<file path="config.mk">
export PLATFORM = sky130hd
export DESIGN_NAME = fetch_stage
export DESIGN_NICKNAME = d
export VERILOG_FILES = /design/src/rtl/fetch_stage_pkg.sv /design/src/rtl/fetch_fifo.sv /design/src/rtl/fetch_stage.sv
export SDC_FILE = /design/constraint.sdc
export NUM_CORES = 1
export LEC_CHECK = 0
export ABC_AREA = 1
export CAP_MARGIN = 30
export CORE_AREA = 2 2 140 142
export CTS_BUF_LIST = sky130_fd_sc_hd__clkbuf_8
export DETAILED_ROUTE_END_ITERATION = 16
export DIE_AREA = 0 0 142 144
export HOLD_SLACK_MARGIN = 0.1
export PLACE_DENSITY = 0.75
export RECOVER_POWER = 25
export SYNTH_ARGS = -nofsm -noshare
export SYNTH_HDL_FRONTEND = slang
export SYNTH_SLANG_ARGS = --single-unit
</file>
<file path="constraint.sdc">
create_clock -name clk -period 8.6 [get_ports clk]
set_clock_uncertainty 0.05 [all_clocks]
set_input_delay 0.86 -clock clk [delete_from_list [all_inputs] [get_ports clk]]
set_output_delay 0.86 -clock clk [all_outputs]
set_load 0.03 [all_outputs]
</file>
<file path="src/rtl/fetch_stage_pkg.sv">
// Shared definitions for the fetch stage: instruction width, NOP encoding,
// default reset PC and the FIFO entry layout.
// Optional feature macro: FETCH_MISALIGN_CHK_EN adds a misalign flag to each entry.
package fetch_stage_pkg;

  localparam int INST_W = 32;
  localparam logic [INST_W-1:0] NOP = 32'h0000_0013;
  localparam logic [31:0] RESET_PC_DEFAULT = 32'h0000_0000;

  typedef struct packed {
`ifdef FETCH_MISALIGN_CHK_EN
    logic              misalign;
`endif
    logic [31:0]       pc;
    logic [INST_W-1:0] inst;
  } fifo_entry_t;

  // Clear the byte offset so every fetch address is a word address.
  function automatic logic [31:0] align_word(input logic [31:0] addr);
    return {addr[31:2], 2'b00};
  endfunction

endpackage

</file>
<file path="src/rtl/fetch_fifo.sv">
// Instruction buffer between memory responses and decode.
// DEPTH entries (power of two), synchronous flush with priority over push/pop.
// Optional feature macro: FETCH_MISALIGN_CHK_EN widens each entry by a misalign bit.
module fetch_fifo
  import fetch_stage_pkg::*;
#(
  parameter int DEPTH = 2
) (
  input  logic                         clk,
  input  logic                         rst,
  input  logic                         flush,
  input  logic                         push,
  input  fifo_entry_t                  push_entry,
  input  logic                         pop,
  output logic [$clog2(DEPTH+1)-1:0]   count,
  output fifo_entry_t                  head
);

  localparam int CNT_W = $clog2(DEPTH + 1);
  localparam int PTR_W = $clog2(DEPTH);
  localparam logic [CNT_W-1:0] FULL = CNT_W'(DEPTH);

  fifo_entry_t      mem [DEPTH];
  logic [PTR_W-1:0] rd_ptr;
  logic [PTR_W-1:0] wr_ptr;
  logic             do_push;
  logic             do_pop;

  assign do_pop  = pop && (count != '0);
  assign do_push = push && ((count != FULL) || do_pop);
  assign head    = mem[rd_ptr];

  // Entry storage; slot contents are don't-care while the slot is empty.
  always_ff @(posedge clk) begin
    if (do_push && !flush) begin
      mem[wr_ptr] <= push_entry;
    end
  end

  // Pointers and occupancy; a flush leaves the buffer exactly as reset does.
  always_ff @(posedge clk) begin
    if (rst || flush) begin
      rd_ptr <= '0;
      wr_ptr <= '0;
      count  <= '0;
    end else begin
      if (do_push) wr_ptr <= wr_ptr + PTR_W'(1);
      if (do_pop)  rd_ptr <= rd_ptr + PTR_W'(1);
      count <= count + CNT_W'(do_push) - CNT_W'(do_pop);
    end
  end

endmodule

</file>
<file path="src/rtl/fetch_stage.sv">
// Instruction fetch stage: owns the PC, issues word reads to instruction
// memory, buffers in-order responses and hands them to decode. Redirects
// from execute flush the buffer and mark every in-flight response for discard.
// Optional feature macro: FETCH_MISALIGN_CHK_EN adds the inst_misalign output.
module fetch_stage
  import fetch_stage_pkg::*;
#(
  parameter logic [31:0] RESET_PC = RESET_PC_DEFAULT,
  parameter int          DEPTH    = 2
) (
  input  logic        clk,
  input  logic        rst,
  output logic        imem_req_valid,
  input  logic        imem_req_ready,
  output logic [31:0] imem_req_addr,
  input  logic        imem_resp_valid,
  input  logic [31:0] imem_resp_data,
  input  logic        redirect_valid,
  input  logic [31:0] redirect_pc,
  output logic        inst_valid,
  input  logic        inst_ready,
  output logic [31:0] inst_out,
`ifdef FETCH_MISALIGN_CHK_EN
  output logic        inst_misalign,
`endif
  output logic [31:0] pc_out
);

  localparam int CNT_W = $clog2(DEPTH + 1);
  localparam logic [CNT_W:0] OCC_MAX = (CNT_W + 1)'(DEPTH);

  logic [31:0]      fetch_pc;
  logic [31:0]      resp_pc;
  logic [31:0]      target_pc;
  logic [CNT_W-1:0] outstanding;
  logic [CNT_W-1:0] discard;
  logic [CNT_W-1:0] fifo_count;
  logic [CNT_W:0]   occupancy;
  logic             req_fire;
  logic             resp_keep;
  logic             fifo_pop;
  fifo_entry_t      push_entry;
  fifo_entry_t      head;

  assign target_pc = align_word(redirect_pc);

`ifdef FETCH_MISALIGN_CHK_EN
  logic mis_pend;
`else
  logic unused_redirect_lsbs;
  assign unused_redirect_lsbs = ^redirect_pc[1:0];
`endif

  // Credit check: buffered words plus in-flight requests never exceed DEPTH,
  // so every response is guaranteed a FIFO slot.
  assign occupancy      = {1'b0, fifo_count} + {1'b0, outstanding};
  assign imem_req_valid = !rst && !redirect_valid && (occupancy < OCC_MAX);
  assign imem_req_addr  = fetch_pc;
  assign req_fire       = imem_req_valid && imem_req_ready;

  assign resp_keep = imem_resp_valid && !redirect_valid && (discard == '0);
  assign fifo_pop  = inst_valid && inst_ready && !redirect_valid;

  // Build the entry pushed for a kept response.
  always_comb begin
    push_entry      = '0;
    push_entry.pc   = resp_pc;
    push_entry.inst = imem_resp_data;
`ifdef FETCH_MISALIGN_CHK_EN
    push_entry.misalign = mis_pend;
    if (mis_pend) push_entry.inst = NOP;
`endif
  end

  fetch_fifo #(
    .DEPTH (DEPTH)
  ) u_fifo (
    .clk        (clk),
    .rst        (rst),
    .flush      (redirect_valid),
    .push       (resp_keep),
    .push_entry (push_entry),
    .pop        (fifo_pop),
    .count      (fifo_count),
    .head       (head)
  );

  // Next address to request; redirect overrides sequential advance.
  always_ff @(posedge clk) begin
    if (rst) begin
      fetch_pc <= RESET_PC;
    end else if (redirect_valid) begin
      fetch_pc <= target_pc;
    end else if (req_fire) begin
      fetch_pc <= fetch_pc + 32'd4;
    end
  end

  // PC of the next response that will be kept. After a redirect every live
  // request is discarded, so the next kept word belongs to the new target.
  always_ff @(posedge clk) begin
    if (rst) begin
      resp_pc <= RESET_PC;
    end else if (redirect_valid) begin
      resp_pc <= target_pc;
    end else if (resp_keep) begin
      resp_pc <= resp_pc + 32'd4;
    end
  end

  // In-flight request count; no request issues in a redirect cycle.
  always_ff @(posedge clk) begin
    if (rst) begin
      outstanding <= '0;
    end else begin
      outstanding <= outstanding + CNT_W'(req_fire) - CNT_W'(imem_resp_valid);
    end
  end

  // Responses still owed to squashed requests. A redirect turns every request
  // left in flight after this cycle into a discard; already-pending discards
  // are part of that count.
  always_ff @(posedge clk) begin
    if (rst) begin
      discard <= '0;
    end else if (redirect_valid) begin
      discard <= outstanding - CNT_W'(imem_resp_valid);
    end else if (imem_resp_valid && (discard != '0)) begin
      discard <= discard - CNT_W'(1);
    end
  end

`ifdef FETCH_MISALIGN_CHK_EN
  // A misaligned redirect tags the next kept entry, then clears.
  always_ff @(posedge clk) begin
    if (rst) begin
      mis_pend <= 1'b0;
    end else if (redirect_valid) begin
      mis_pend <= (redirect_pc[1:0] != 2'b00);
    end else if (resp_keep) begin
      mis_pend <= 1'b0;
    end
  end

  assign inst_misalign = inst_valid && head.misalign;
`endif

  // Decode sees the FIFO head; idle values are NOP at RESET_PC.
  assign inst_valid = (fifo_count != '0);
  assign inst_out   = inst_valid ? head.inst : NOP;
  assign pc_out     = inst_valid ? head.pc : RESET_PC;

endmodule

</file>
* After elaboration in Yosys (flattened, before gate mapping)
Memories as Yosys holds them, arrays and structs flattened. A register that Yosys moved wholly into a read port is not among the register bits.
Cells that the tools add are included.
** Cells by class
- Add/subtract/negate cells :: 11
- Multiply operators :: 0
- Divide/modulo/power cells :: 0
- Order comparisons :: 1
- Equal/unequal tests :: 1
- Shifts and indexed selects :: 0
- Multiplexer cells :: 12
- Bitwise gates (word level) :: 0
- Reductions and logical operators :: 22
** Operators with widths (count)
- $mux W32 :: 6
- $add A32 B3 Y32 const B :: 2
- $logic_and A1 B1 Y1 :: 11
- $reduce_bool A2 Y1 :: 5
- $sub A2 B1 Y2 :: 3
- $add A2 B1 Y2 :: 2
- $mux W1 :: 4
- $mux W2 :: 2
- $add A2 B2 Y3 :: 1
- $lt A3 B2 Y1 const B :: 1
- $add A1 B1 Y1 const B :: 2
- $logic_not A1 Y1 :: 2
- $logic_not A2 Y1 :: 1
- $logic_or A1 B1 Y1 :: 2
- $ne A2 B2 Y1 const B :: 1
- $reduce_or A2 Y1 :: 1
- $sub A2 B1 Y2 const B :: 1
** Word-level totals
- Register bits :: 72
- Bits in latches :: 0
- RAM bits :: 128
- ROM bits :: 0
- Input bits :: 70
- Output and inout port bits :: 98
- Logic and storage cells :: 57
- Memories :: 1
** Memory list
- u_fifo.mem :: words 2, width 64, rd ports 1, clocked after memory_dff 1, wr ports 1, RTL line fetch_fifo.sv:23 : fifo_entry_t mem [DEPTH];

* Depth between registers and ports, before layout
- Depth in word-level cells :: 9
- Mapped depth :: 12
- Gate-level depth less buffers :: 12

* Cells and area by module
A second synthesis with hierarchy kept.
** Unflattened totals
- Cells, all modules :: 1123
- Area total of the unflattened synthesis :: 10094.7 µm²
** By module, submodules not included
- fetch_fifo :: instances 1, cells an instance 232, area an instance 5157.4 µm², seq. area each 3943.8 µm²
- fetch_stage :: instances 1, cells an instance 891, area an instance 4937.2 µm², seq. area each 1281.2 µm²

* Worst setup path after synthesis
Ideal clock, no wire load.
- Path type :: in2reg
- From :: input redirect_valid
- To :: memory u_fifo.mem[1][0] in the netlist's numbering (enable)
- Library setup time :: 0.484 ns
- Data arrival time :: 4.040 ns
- Data required time :: 8.066 ns
- Path slack :: 4.027 ns
- Stages on the path :: 6
- Path buffers :: 1
- Cell sequence :: buf_4 inv_2 nand2_1 clkinv_2 nand2_1 nor2_1
** On the way
- Longest elaborated chain between the ends :: 8
- Elaborated cells between the ends (all ways) :: 10
- Those cells by class :: 2 x mux; 8 x reduce/logical
** RTL lines
- start, declared :: RTL line fetch_stage.sv:18 : input logic redirect_valid,
- $logic_not A1 Y1 * :: RTL line fetch_fifo.sv:35, fetch_stage.sv:61, fetch_stage.sv:62
- $logic_and A1 B1 Y1 :: RTL line fetch_stage.sv:62 : assign fifo_pop = inst_valid && inst_ready && !redirect_valid;
- $logic_and A1 B1 Y1 :: RTL line fetch_fifo.sv:29 : assign do_pop = pop && (count != '0);
- $logic_or A1 B1 Y1 :: RTL line fetch_fifo.sv:30 : assign do_push = push && ((count != FULL) || do_pop);
- $logic_and A1 B1 Y1 :: RTL line fetch_fifo.sv:30
- $logic_and A1 B1 Y1 * :: RTL line fetch_fifo.sv:35 : if (do_push && !flush) begin
- $mux W1 * :: RTL line fetch_fifo.sv:35
- $mux W1 (implied by the code) * :: RTL line fetch_fifo.sv:36 : mem[wr_ptr] <= push_entry;
- end, declared :: RTL line fetch_fifo.sv:23
Mark *: on every way between the ends. The rest lies on a longest branch, timed or not.

* Final worst setup path
- From :: input rst
- To :: output imem_req_valid
** On the way
- Longest elaborated chain between the ends :: 3
** RTL lines
- start, declared :: RTL line fetch_stage.sv:12 : input logic rst,
- $logic_not A1 Y1 :: RTL line fetch_stage.sv:57 : assign imem_req_valid = !rst && !redirect_valid && (occupancy < OCC_MAX);
- $logic_and A1 B1 Y1 (2 in series) :: RTL line fetch_stage.sv:57
- end, declared :: RTL line fetch_stage.sv:13 : output logic imem_req_valid,
Every way passes these cells.

==> results.py <==
metrics = {
    "synthesis": {
        "syn_inst": 1100,
        "synth.area.top_cells": "sky130_fd_sc_hd__edfxtp_1 (40%), sky130_fd_sc_hd__dfxtp_1 (15%), sky130_fd_sc_hd__nand2_1 (14%), sky130_fd_sc_hd__a21oi_1 (5.8%), sky130_fd_sc_hd__inv_1 (3.9%)",
        "yosys.area.top_type_share_pct": 40.1,
        "ys_ff_latch": 193,
        "synth.distinct_cells": 43,
        "synth.cell_area_um2": 9290,
        "netlist.top_cell.by_area": "sky130_fd_sc_hd__edfxtp_1",
        "synth.avg_cell_area_um2": 8.44,
        "yosysWarnings": 0,
        "synth.yosys.seq_area_share_pct": 55.0,
    },
    "drt": {
        "remaining_drc_errors": 0,
        "vias": 7978,
        "detailedRoute.firstIterationViolations": 575,
        "route.antenna.remaining_nets": 0,
        "detailed_router_iteration_count_before_antenna_repair": 5,
        "wire_per_inst_um": 15.6,
        "post_drt_via_cell_ratio": 5.32,
        "drt_wl_total_um": 23400,
    },
    "layout": {
        "num-fill-cells": 1591,
        "seqCellArea_um2": 5110,
        "multi_input_area_um2": 3620,
        "layout-drive-gt1-share_pct": 7.77,
        "n_antenna_cell": 0,
        "area_delta_synth_final_pct": 24.1,
        "final_net_count": 1328,
    },
    "timing": {
        "measured_slew_at_the_worst_slew_check_pin_ps": 824,
        "setup_tns_ps": 0,
        "fmax_mhz": 255,
        "final-setup-viol-count": 0,
        "relSlewSlack_pct": 45.1,
        "whs_ps": 465,
        "fin_crit_sh_pct": 45.6,
        "hold_viol_final": 0,
        "finalCriticalPeriod_ps": 3920,
        "unrepaired_setup_endpoints_after_global_routing": "false",
        "number_of_max_slew_violations_in_the_final_report": 0,
    },
    "clock_network": {
        "post-cts-setup-buffer-count": 0,
        "worst_skew_pair_later_pin_latency_ps": 480,
        "cts.sinks": 193,
        "cts_made_buffers": 17,
        "worst_setup_hold_path_clk_slew_ps": 100,
        "ctsHoldBuffers": 0,
        "tritoncts": "built",
        "max_buffers_root_to_sink": 2,
        "cts_resized": 0,
        "clk_root_buffer_cell": "sky130_fd_sc_hd__clkbuf_8",
        "htree_num_levels": 4,
    },
    "global_route": {
        "grt_start_max_net_pins": 64,
        "via_count_of_the_first_global_routing_pass": 7444,
        "track_usage_pct": 22.7,
        "met1_track_utilization_from_global_routing_pct": 29.6,
        "global_route.peak_usage_layer": "met2",
        "groute.layer.met2.usage_pct": 37.9,
        "wire_length_of_the_first_global_routing_pass_um": 36200,
        "antenna_found_initial": 0,
        "gr-usage-met3_pct": 4.93,
        "grt_overflow": 0,
    },
    "die": {
        "die_y_um": 144,
        "core_region_area_um2": 19100,
        "design.die.area_um2": 20400,
        "row_count": 51,
        "die_width_um": 142,
        "boundaryPins": 168,
        "initial_core_util_pct": 48.7,
    },
    "power": {
        "power_total_uw": 1930,
        "power_density_nw_per_um2": 168,
        "total_leakage_power_uw": 0.00424,
        "worst_ir_drop_vdd_v": 0.0000930,
    },
    "place": {
        "io_buffer_count": 161,
        "gp_congestion": 0.947,
        "place_hpwl_um": 16000,
    },
    "critical_path": {
        "critical_path.startpoint_type": "primary input",
        "setup.reg_to_reg.worst_slack_ps": 5820,
        "worst_setup_path_end_kind": "output port",
        "required_ps": 7690,
        "r2r_path_start": "discard[0]$_SDFFE_PP0P_",
        "cp_max_fo": 49,
        "criticalPathCategory": "in2out",
        "timing.reg2reg.worst_path_depth": 9,
        "r2r_end": "u_fifo.mem[1][49]$_DFFE_PP_",
        "crit_path_arrival_time_ps": 3010,
    },
    "hold_path": {
        "min-delay-start": "u_fifo.rd_ptr$_SDFFE_PP0P_",
        "worstHoldPathCells": 2,
        "min_path_type": "reg2reg",
    },
    "job": {
        "max_cap_viol_count": 0,
    },
    "status": {
        "run_status": "finished, final reports clean",
    },
}
## how the worst max path moves through the flow
stage | slack, ps | end | start
floorplan | 4030 | u_fifo.mem[1][0]$_DFFE_PP_ | redirect_valid
global placement | 4630 | imem_req_valid | rst
detailed placement | 4650 | imem_req_valid | rst
CTS | 4640 | imem_req_valid | rst
global route | 4550 | imem_req_valid | rst
finish | 4680 | imem_req_valid | rst
## kinds of logic (layout without fill, tap and decap cells)
| group | count (synthesis) | after routing | synth area share, % |
|---|---|---|---|
| buffers and inverters | 146 | 305 | 6.33 |
| xor gates and xnor gates | 15 | 15 | 1.41 |
| AOI/OAI and AO/OA | 172 | 172 | 9.75 |
| and+or+nand+nor | 564 | 564 | 26.2 |
| adders and majority gates | 9 | 9 | 1.29 |
| DFF | 193 | 193 | 55.0 |
| other | 1 | 4 | 0.0404 |
## cell usage after synthesis
cell type,count
sky130_fd_sc_hd__nand2_1,349
sky130_fd_sc_hd__edfxtp_1,124
sky130_fd_sc_hd__a21oi_1,108
sky130_fd_sc_hd__inv_1,96
sky130_fd_sc_hd__nor2_1,94
sky130_fd_sc_hd__dfxtp_1,69
sky130_fd_sc_hd__nand3_1,59
sky130_fd_sc_hd__o21ai_0,33
sky130_fd_sc_hd__clkbuf_1,25
sky130_fd_sc_hd__nor2_2,15
sky130_fd_sc_hd__a31oi_1,11
sky130_fd_sc_hd__nand2_2,11
sky130_fd_sc_hd__xor2_1,11
sky130_fd_sc_hd__nor2_4,9
sky130_fd_sc_hd__o21ai_1,9
sky130_fd_sc_hd__ha_1,8
sky130_fd_sc_hd__nor3_1,8
sky130_fd_sc_hd__inv_2,7
sky130_fd_sc_hd__buf_2,6
sky130_fd_sc_hd__buf_4,6
sky130_fd_sc_hd__nand4_1,4
sky130_fd_sc_hd__xnor2_1,4
sky130_fd_sc_hd__and2_1,3
sky130_fd_sc_hd__buf_1,3
sky130_fd_sc_hd__nand3_2,3
sky130_fd_sc_hd__nor3_2,3
sky130_fd_sc_hd__clkinv_2,2
sky130_fd_sc_hd__nand3_4,2
sky130_fd_sc_hd__o211ai_1,2
sky130_fd_sc_hd__o21bai_1,2
sky130_fd_sc_hd__or2_2,2
sky130_fd_sc_hd__a21o_1,1
sky130_fd_sc_hd__a21oi_2,1
sky130_fd_sc_hd__a22o_1,1
sky130_fd_sc_hd__buf_6,1
sky130_fd_sc_hd__conb_1,1
sky130_fd_sc_hd__fa_1,1
sky130_fd_sc_hd__nand2_4,1
sky130_fd_sc_hd__nand3b_1,1
sky130_fd_sc_hd__o22ai_1,1
sky130_fd_sc_hd__o311ai_0,1
sky130_fd_sc_hd__o31ai_1,1
sky130_fd_sc_hd__o32ai_1,1
## metrics by stage
stage                     cell area [um2]  worst slack, ps  util, %  cells
after floorplan                      9300             4030        -   1103
after global routing                11500             4550     60.4   1500
after detailed placement            11100             4650     58.2   1468
final                               11500             4680     60.4   1500
after global placement              11100             4630     58.1   1467
after CTS                           11500             4640     60.4   1500
## power by group
group	internal, uW	leakage (uW)	switching [uW]	total [uW]
combinational	93.8	0.00232	149	243
clock	273	0.000212	353	626
sequential	1030	0.00170	36.1	1060
total	1390	0.00424	538	1930
## metal layers
layer / share of wire [%] / up-vias
met1: 44 / 3693
met2: 46 / 342
met4: 1.7 / 0
met3: 8.2 / 38
li1: - / 3905
met5: 0 / -
## placed cells by master, fill, tap and decap left out, types with 5 or more instances in the layout
cell type / Yosys / final
sky130_fd_sc_hd__clkdlybuf4s50_1: 0 / 139
sky130_fd_sc_hd__o21ai_1: 9 / 9
sky130_fd_sc_hd__nand3_1: 59 / 59
sky130_fd_sc_hd__nor3_1: 8 / 8
sky130_fd_sc_hd__dfxtp_1: 69 / 68
sky130_fd_sc_hd__nor2_1: 94 / 92
sky130_fd_sc_hd__nand2_2: 11 / 11
sky130_fd_sc_hd__o21ai_0: 33 / 33
sky130_fd_sc_hd__a21oi_1: 108 / 108
sky130_fd_sc_hd__xor2_1: 11 / 11
sky130_fd_sc_hd__ha_1: 8 / 8
sky130_fd_sc_hd__edfxtp_1: 124 / 124
sky130_fd_sc_hd__inv_6: 0 / 5
sky130_fd_sc_hd__buf_4: 6 / 6
sky130_fd_sc_hd__dlygate4sd3_1: 0 / 22
sky130_fd_sc_hd__nor2_4: 9 / 12
sky130_fd_sc_hd__a31oi_1: 11 / 11
sky130_fd_sc_hd__inv_1: 96 / 96
sky130_fd_sc_hd__nand2_1: 349 / 349
sky130_fd_sc_hd__clkbuf_8: 0 / 17
sky130_fd_sc_hd__nor2_2: 15 / 14
sky130_fd_sc_hd__inv_2: 7 / 7
## flip-flops by register name, summed over array words and instances (netlist names), named ones only
name / flops
imem_req_addr: 30
resp_pc: 30
u_fifo.rd_ptr: 1
u_fifo.wr_ptr: 1
u_fifo.count: 2
discard: 2
u_fifo.mem: 124
outstanding: 2
## area by class of cell
type / instances / area share [%]
flip-flops and latches: 193 / 44.3
well taps: 238 / 2.58
clock inverters: 15 / 1.67
repair buffers: 168 / 14.5
inverters: 105 / 3.44
clock buffers: 17 / 2.03
multi-input cells: 764 / 31.4
## critical path, stage by stage
cell,delay [ps]
sky130_fd_sc_hd__clkdlybuf4s50_1,390
sky130_fd_sc_hd__buf_4,300
sky130_fd_sc_hd__nor2_4,410
sky130_fd_sc_hd__inv_1,180
sky130_fd_sc_hd__nor3_1,160
sky130_fd_sc_hd__clkdlybuf4s50_1,690
Power figures use the tool's default switching activity.
